[config.mk]
export PLATFORM = sky130hd
export DESIGN_NAME = uart_tx_mmio_flat
export DESIGN_NICKNAME = d
export VERILOG_FILES = /design/src/rtl/uart_pkg.sv /design/src/rtl/uart_tx_mmio_if.sv /design/src/rtl/uart_tx_mmio_sync_fifo.sv /design/src/rtl/uart_tx_mmio.sv /design/src/flat_wrapper.sv
export SDC_FILE = /design/constraint.sdc
export NUM_CORES = 1
export LEC_CHECK = 0
export ABC_AREA = 0
export CAP_MARGIN = 40
export CORE_MARGIN = 2
export CORE_UTILIZATION = 50
export DETAILED_ROUTE_END_ITERATION = 10
export PLACE_DENSITY = 0.82
export SYNTH_ARGS = -nofsm -noshare
export SYNTH_HDL_FRONTEND = slang
export SYNTH_HIERARCHICAL = 1
export SYNTH_SLANG_ARGS = --single-unit
[constraint.sdc]
create_clock -name clk -period 6.05 [get_ports clk]
set_input_delay 0.605 -clock clk [delete_from_list [all_inputs] [get_ports clk]]
set_output_delay 0.605 -clock clk [all_outputs]
set_load 0.02 [all_outputs]
[src/rtl/uart_pkg.sv]
`default_nettype none
// +------------------------------------------------------------------------+
// | Package     : uart_pkg                                                 |
// | Description : Shared types and constants for the UART blocks: FSM      |
// |               state encoding, status-word bit positions and the        |
// |               default bit period.                                      |
// | Revision    : 1.0                                                      |
// +------------------------------------------------------------------------+
package uart_pkg;

    typedef enum logic [1:0] {
        IDLE  = 2'd0,
        START = 2'd1,
        DATA  = 2'd2,
        STOP  = 2'd3
    } uart_state_e;

    // Plain-vector aliases so state registers stay simple logic vectors.
    localparam logic [1:0] ST_IDLE  = IDLE;
    localparam logic [1:0] ST_START = START;
    localparam logic [1:0] ST_DATA  = DATA;
    localparam logic [1:0] ST_STOP  = STOP;

    // Bit positions inside the status word.
    localparam int STATUS_BUSY  = 0;
    localparam int STATUS_FULL  = 1;
    localparam int STATUS_EMPTY = 2;
    localparam int STATUS_OVF   = 3;

    // 50 MHz / 115200 baud.
    localparam int DEFAULT_CLKS_PER_BIT = 434;

endpackage : uart_pkg
`default_nettype wire

[src/rtl/uart_tx_mmio_if.sv]
`default_nettype none
// +------------------------------------------------------------------------+
// | Interface   : uart_tx_mmio_if                                          |
// | Description : Store/status port of the memory-mapped TX UART.          |
// |   wr_en   : one-cycle store strobe from the address decoder            |
// |   wr_data : store data, low byte is transmitted                        |
// |   tx      : serial line, idle high                                     |
// |   status  : {28'b0, overflow, empty, full, busy} to the read mux       |
// | Revision    : 1.0                                                      |
// +------------------------------------------------------------------------+
interface uart_tx_mmio_if;
    logic        wr_en;
    logic [31:0] wr_data;
    logic        tx;
    logic [31:0] status;

    modport master (output wr_en, output wr_data, input tx, input status);
    modport slave  (input wr_en, input wr_data, output tx, output status);
endinterface : uart_tx_mmio_if
`default_nettype wire

[src/rtl/uart_tx_mmio_sync_fifo.sv]
`default_nettype none
// +------------------------------------------------------------------------+
// | Module      : sync_fifo                                                |
// | Description : Single-clock FIFO, power-of-two depth, first-word        |
// |               fall-through read data.                                  |
// |   push/din  : write when not full (full sampled before the edge)       |
// |   pop/dout  : dout is the head entry; pop advances when not empty      |
// |   full/empty/count : occupancy 0..DEPTH                                |
// | Revision    : 1.0                                                      |
// +------------------------------------------------------------------------+
module sync_fifo #(
    parameter int WIDTH = 8,
    parameter int DEPTH = 4
) (
    input  wire logic                     clk,
    input  wire logic                     rst_n,
    input  wire logic                     push,
    input  wire logic [WIDTH-1:0]         din,
    input  wire logic                     pop,
    output logic      [WIDTH-1:0]         dout,
    output logic                          full,
    output logic                          empty,
    output logic      [$clog2(DEPTH):0]   count
);
    localparam int AW = $clog2(DEPTH);

    logic [WIDTH-1:0] mem_q [DEPTH];
    logic [AW-1:0]    rd_ptr_q, rd_ptr_d;
    logic [AW-1:0]    wr_ptr_q, wr_ptr_d;
    logic [AW:0]      count_q, count_d;
    logic             do_push, do_pop;

    assign full    = (count_q == (AW+1)'(DEPTH));
    assign empty   = (count_q == '0);
    assign count   = count_q;
    assign dout    = mem_q[rd_ptr_q];
    assign do_push = push & ~full;
    assign do_pop  = pop & ~empty;

    always_comb begin
        rd_ptr_d = rd_ptr_q;
        wr_ptr_d = wr_ptr_q;
        count_d  = count_q;
        // Pointers wrap naturally because DEPTH is a power of two.
        if (do_pop)  rd_ptr_d = rd_ptr_q + AW'(1);
        if (do_push) wr_ptr_d = wr_ptr_q + AW'(1);
        case ({do_push, do_pop})
            2'b10:   count_d = count_q + (AW+1)'(1);
            2'b01:   count_d = count_q - (AW+1)'(1);
            default: count_d = count_q;
        endcase
    end

    always_ff @(posedge clk or negedge rst_n) begin
        if (!rst_n) begin
            rd_ptr_q <= '0;
            wr_ptr_q <= '0;
            count_q  <= '0;
        end else begin
            rd_ptr_q <= rd_ptr_d;
            wr_ptr_q <= wr_ptr_d;
            count_q  <= count_d;
        end
    end

    // Storage needs no reset: the pointers define what is valid.
    always_ff @(posedge clk) begin
        if (do_push) mem_q[wr_ptr_q] <= din;
    end
endmodule : sync_fifo
`default_nettype wire

[src/rtl/uart_tx_mmio.sv]
`default_nettype none
// +------------------------------------------------------------------------+
// | Module      : uart_tx_mmio                                             |
// | Description : Memory-mapped 8N1 UART transmitter. Stores push bytes    |
// |               into a FIFO; a baud FSM shifts them out LSB first.       |
// |   clk   : system clock                                                 |
// |   rst_n : asynchronous active-low reset                                |
// |   bus   : store strobe/data in, tx line and status word out            |
// | Revision    : 1.0                                                      |
// +------------------------------------------------------------------------+
module uart_tx_mmio
    import uart_pkg::*;
#(
    parameter int CLKS_PER_BIT = DEFAULT_CLKS_PER_BIT,
    parameter int FIFO_DEPTH   = 4
) (
    input  wire logic     clk,
    input  wire logic     rst_n,
    uart_tx_mmio_if.slave bus
);
    localparam int BW = $clog2(CLKS_PER_BIT);

    logic [1:0]              state_q, state_d;
    logic [BW-1:0]           baud_q, baud_d;
    logic [2:0]              bit_q, bit_d;
    logic [7:0]              shift_q, shift_d;
    logic                    tx_q, tx_d;
    logic                    overflow_q, overflow_d;

    logic                    fifo_pop;
    logic                    fifo_full, fifo_empty;
    logic [7:0]              fifo_dout;
    logic [$clog2(FIFO_DEPTH):0] fifo_count_unused;
    logic                    wr_data_hi_unused;
    logic                    baud_last;
    logic [31:0]             status_w;

    assign wr_data_hi_unused = ^bus.wr_data[31:8];

    sync_fifo #(
        .WIDTH (8),
        .DEPTH (FIFO_DEPTH)
    ) u_fifo (
        .clk   (clk),
        .rst_n (rst_n),
        .push  (bus.wr_en),
        .din   (bus.wr_data[7:0]),
        .pop   (fifo_pop),
        .dout  (fifo_dout),
        .full  (fifo_full),
        .empty (fifo_empty),
        .count (fifo_count_unused)
    );

    assign baud_last = (baud_q == BW'(CLKS_PER_BIT - 1));

    // tx_d is the line level for the cycle following the edge, so every
    // transition also picks the level of the state being entered.
    always_comb begin
        state_d  = state_q;
        baud_d   = baud_q;
        bit_d    = bit_q;
        shift_d  = shift_q;
        tx_d     = tx_q;
        fifo_pop = 1'b0;
        case (state_q)
            ST_IDLE: begin
                baud_d = '0;
                tx_d   = 1'b1;
                if (!fifo_empty) begin
                    fifo_pop = 1'b1;
                    shift_d  = fifo_dout;
                    state_d  = ST_START;
                    tx_d     = 1'b0;
                end
            end
            ST_START: begin
                baud_d = baud_q + BW'(1);
                if (baud_last) begin
                    baud_d  = '0;
                    bit_d   = '0;
                    state_d = ST_DATA;
                    tx_d    = shift_q[0];
                end
            end
            ST_DATA: begin
                baud_d = baud_q + BW'(1);
                if (baud_last) begin
                    baud_d  = '0;
                    shift_d = {1'b0, shift_q[7:1]};
                    if (bit_q == 3'd7) begin
                        state_d = ST_STOP;
                        tx_d    = 1'b1;
                    end else begin
                        bit_d = bit_q + 3'd1;
                        tx_d  = shift_q[1];
                    end
                end
            end
            ST_STOP: begin
                baud_d = baud_q + BW'(1);
                if (baud_last) begin
                    baud_d = '0;
                    // Chain straight into the next start bit: no idle gap.
                    if (!fifo_empty) begin
                        fifo_pop = 1'b1;
                        shift_d  = fifo_dout;
                        state_d  = ST_START;
                        tx_d     = 1'b0;
                    end else begin
                        state_d = ST_IDLE;
                        tx_d    = 1'b1;
                    end
                end
            end
            default: begin
                state_d = ST_IDLE;
                tx_d    = 1'b1;
            end
        endcase
    end

    // Full is the pre-edge value, so a pop in the same cycle cannot save it.
    assign overflow_d = overflow_q | (bus.wr_en & fifo_full);

    always_ff @(posedge clk or negedge rst_n) begin
        if (!rst_n) begin
            state_q    <= ST_IDLE;
            baud_q     <= '0;
            bit_q      <= '0;
            shift_q    <= '0;
            tx_q       <= 1'b1;
            overflow_q <= 1'b0;
        end else begin
            state_q    <= state_d;
            baud_q     <= baud_d;
            bit_q      <= bit_d;
            shift_q    <= shift_d;
            tx_q       <= tx_d;
            overflow_q <= overflow_d;
        end
    end

    always_comb begin
        status_w               = '0;
        status_w[STATUS_BUSY]  = (state_q != ST_IDLE);
        status_w[STATUS_FULL]  = fifo_full;
        status_w[STATUS_EMPTY] = fifo_empty;
        status_w[STATUS_OVF]   = overflow_q;
    end

    assign bus.tx     = tx_q;
    assign bus.status = status_w;
endmodule : uart_tx_mmio
`default_nettype wire

[src/flat_wrapper.sv]
// flat-port wrapper written by rule: the top's interface ports become plain ports
module uart_tx_mmio_flat import uart_pkg::*;
#(
    parameter int CLKS_PER_BIT = DEFAULT_CLKS_PER_BIT,
    parameter int FIFO_DEPTH   = 4
)
  (clk, rst_n, bus_wr_en, bus_wr_data, bus_tx, bus_status);
  uart_tx_mmio_if bus_i ();
  input  wire logic clk;
  input  wire logic rst_n;
  input wire logic [$bits(bus_i.wr_en)-1:0] bus_wr_en;
  input wire logic [$bits(bus_i.wr_data)-1:0] bus_wr_data;
  output wire logic [$bits(bus_i.tx)-1:0] bus_tx;
  output wire logic [$bits(bus_i.status)-1:0] bus_status;
  assign bus_i.wr_en = bus_wr_en;
  assign bus_i.wr_data = bus_wr_data;
  assign bus_tx = bus_i.tx;
  assign bus_status = bus_i.status;
  uart_tx_mmio #(.CLKS_PER_BIT(CLKS_PER_BIT), .FIFO_DEPTH(FIFO_DEPTH)) u_core (.clk(clk), .rst_n(rst_n), .bus(bus_i));
endmodule
==> results.sh <==
export IMPL_status="completed"
export IMPL_worstMarginPinSlew_ns=0.668
export IMPL_yosysWarnings=6
export IMPL_vias=1654
export IMPL_num_rows=28
export IMPL_ios=68
export IMPL_ys_types=40
export IMPL_diodes=0
export IMPL_cp_slowest_cell="or4b_4"
export IMPL_cp_start_kind="flop"
export IMPL_grt_usage_pct=15.4
export IMPL_cts_root_buf="clkbuf_8"
export IMPL_grt_start_max_net_pins=32
export IMPL_setup_violations=0
export IMPL_wirelength_mm=4.84
export IMPL_cts_tree="built"
export IMPL_drive_above_1_share_pct=22.1
export IMPL_overflow=0
export IMPL_start_util_pct=52.4
export IMPL_end_kind="flop"
export IMPL_firstDrtPassIters=4
export IMPL_design_die_area_um2=6970
export IMPL_wl_per_cell_um=15.0
export IMPL_vias_per_cell=5.10
export IMPL_rsz0062_at_grt="false"
export IMPL_synth_avg_cell_area_um2=14.0
export IMPL_gp_congestion=0.795
export IMPL_postCtsSetupBuffers=0
export IMPL_globalRouteMet2Util_pct=25.1
export IMPL_post_route_period_util_pct=47.2
export IMPL_grt_pass1_wl_mm=8.43
export IMPL_report_final_slew_viol_count=0
export IMPL_path_class="flop to flop"
export IMPL_multi_input_area_um2=1210
export IMPL_seq_area_frac_synth_pct=55.0
export IMPL_clk_latency_ns=0.33
export IMPL_cts_buffer_depth=2
export IMPL_min_path_type="flop to flop"
export IMPL_core_um2=6030
export IMPL_fmax_ghz=0.350
export IMPL_syn_inst=226
export IMPL_clock_sinks=63
export IMPL_cts_htree_levels=3
export IMPL_finalClockSkew_ns=0.00481
export IMPL_top_usage_layer="met2"
export IMPL_grt_util_met1_pct=19.8
export IMPL_finalNetCount=294
export IMPL_place_hpwl_mm=3.37
export IMPL_final_cell_mix="edfxtp_1, dfrtp_1, conb_1"
export IMPL_finalCriticalPeriod_ns=2.86
export IMPL_crit_fanout=4
export IMPL_critical_path_buf_inv_count=1
export IMPL_synth_top_area_share_pct=30.4
export IMPL_die_w_um=83.5
export IMPL_hold_ws_ns=0.464
export IMPL_slew_headroom_pct=55.1
export IMPL_path_clk_slew_ns=0.07
export IMPL_final_common_cell="edfxtp_1"
export IMPL_port_buffer_count=15
export IMPL_synthesis_area_um2=3160
export IMPL_grtUsageMet3_pct=2.97
export IMPL_grt_pass1_vias=1720
export IMPL_synth_area_leaders="edfxtp_1, dfrtp_1, buf_4"
export IMPL_final_util_pct=57.9
export IMPL_seqCellArea_um2=1740
export IMPL_die_y_um=83.5
export IMPL_fillers=462
export IMPL_cts_hold_buf=0
export IMPL_cp_top_family="simple AND/OR/NAND/NOR gates"
export IMPL_drtIter0Drc=103
export IMPL_ctsResizeCount=0
export IMPL_cp_common_cell="xor2_1"
export IMPL_drc=0
export IMPL_worst_path_largest_cell_delay_ns=0.61
export IMPL_ys_ff_latch=63
export IMPL_synth_top_area_cell="edfxtp_1"
export IMPL_cap_violations=0
export IMPL_antenna_found_initial=0
export IMPL_cellLeakagePower_nw=1.41
export IMPL_cp_required_ns=6.30
export IMPL_path_cells="or4b_4 -> nor2_4 -> a21oi_1 -> nor3_1 -> o31a_2 -> ha_1 -> inv_1 -> fa_1 -> xor2_1 -> nor2_1 -> xor2_1"
export IMPL_syn2layout_area_growth_pct=10.4
export IMPL_fin_setup_tns_ns=0
export IMPL_vdd_drop_max_v=0.000304
export IMPL_power_density_nw_per_um2=509
export IMPL_ant_nets=0
export IMPL_cts_buffers=9
export IMPL_arrival_ns=3.11
export IMPL_hold_viol=0
## through the flow
step / power, mW / instance area [um^2] / instances / worst slack, ns
after floorplan: 1.22 / 3260 / 253 / 3.49
after global placement: 1.31 / 3250 / 308 / 3.32
after detailed placement: 1.35 / 3250 / 308 / 3.27
after CTS: 1.80 / 3490 / 324 / 3.23
after global routing: 1.89 / 3490 / 324 / 2.99
final: 1.78 / 3490 / 324 / 3.19
## worst paths after layout
| check | startpoint | end | slack (ns) | cells past startpoint |
|---|---|---|---|---|
| worst max register to register | u_core/baud_q[6]$_DFF_PN0_ | u_core/u_fifo/count[2]$_DFFE_PN0P_ | 3.19 | 11 |
| worst min-delay path | u_core/overflow_q$_DFF_PN0_ | u_core/overflow_q$_DFF_PN0_ | 0.46 | 1 |
| min in group asynchronous | rst_n | u_core/state_q[0]$_DFFE_PN0P_ | 0.68 | 2 |
| worst min register to register | u_core/overflow_q$_DFF_PN0_ | u_core/overflow_q$_DFF_PN0_ | 0.46 | 1 |
| worst max-delay path | u_core/baud_q[6]$_DFF_PN0_ | u_core/u_fifo/count[2]$_DFFE_PN0P_ | 3.19 | 11 |
| max in group asynchronous | rst_n | u_core/bus.tx$_DFFE_PN1P_ | 5.05 | 2 |
## cells by family (layout without fill, tap and decap cells)
logic type / after synthesis / in the layout / synth area share (%)
other: 1 / 28 / 0.119
XOR/XNOR: 13 / 13 / 3.61
flip-flops: 63 / 63 / 55.0
AO/OA/AOI/OAI: 17 / 17 / 5.03
multiplexers: 28 / 28 / 12.9
adder cells (fa/ha/maj): 15 / 15 / 6.18
buffers and inverters: 49 / 45 / 9.83
AND/OR/NAND/NOR: 40 / 40 / 7.29
## sequential cells by signal, summed over array words and instances (netlist names)
register and flops:
u_core/shift_q 8, u_core/bit_q 3, u_core/u_fifo/rd_ptr_q 2, u_core/u_fifo/wr_ptr_q 2
u_core/u_fifo/count 3, u_core/state_q 2, u_core/bus.tx 1, u_core/overflow_q 1
u_core/u_fifo/mem_q 32, u_core/baud_q 9
## layer usage
layer	part of all wire, %	vias up
met2	50	54
met5	0	-
li1	-	774
met3	4.0	7
met1	45	819
met4	1.5	0
## cell usage after synthesis (all sizes together)
cell,instances
a21o,1
a21oi,2
a22o,5
a2bb2oi,1
a31oi,1
a41oi,1
and2,4
and2b,1
buf,35
clkbuf,1
conb,1
dfrtp,30
dfstp,1
edfxtp,32
fa,1
ha,14
inv,13
mux2,19
mux2i,1
mux4,8
nand2,4
nand2b,1
nand3,3
nand4,2
nor2,17
nor2b,1
nor3,4
nor3b,1
o21ai,3
o2bb2a,1
o31a,1
o32ai,1
or2,1
or4b,1
xnor2,9
xor2,4
## layout make-up
type | instances | area share (%)
Clock buffer | 11 | 3.77
Clock inverter | 5 | 3.05
Inverter | 13 | 1.40
Multi-Input combinational cell | 141 | 34.7
Sequential cell | 63 | 49.8
Tap cell | 75 | 2.69
Timing Repair Buffer | 16 | 4.52
## report_power, final
| part | switching, mW | total, mW | leakage [nW] | internal [mW] |
|---|---|---|---|---|
| Combinational | 0.310 | 0.653 | 0.622 | 0.343 |
| Sequential | 0.106 | 0.693 | 0.675 | 0.587 |
| Clock | 0.155 | 0.430 | 0.114 | 0.275 |
| Total | 0.571 | 1.78 | 1.41 | 1.20 |
## worst reg2reg max path: cells and delay by family (launching register included)
kind | cells | cell delay, ns
adder cells (fa/ha/maj) | 2 | 0.57
XOR/XNOR | 2 | 0.31
AO/OA/AOI/OAI | 2 | 0.32
flip-flops | 1 | 0.41
buffers and inverters | 1 | 0.07
AND/OR/NAND/NOR | 4 | 1.10
(Power assumes the default switching activity.)
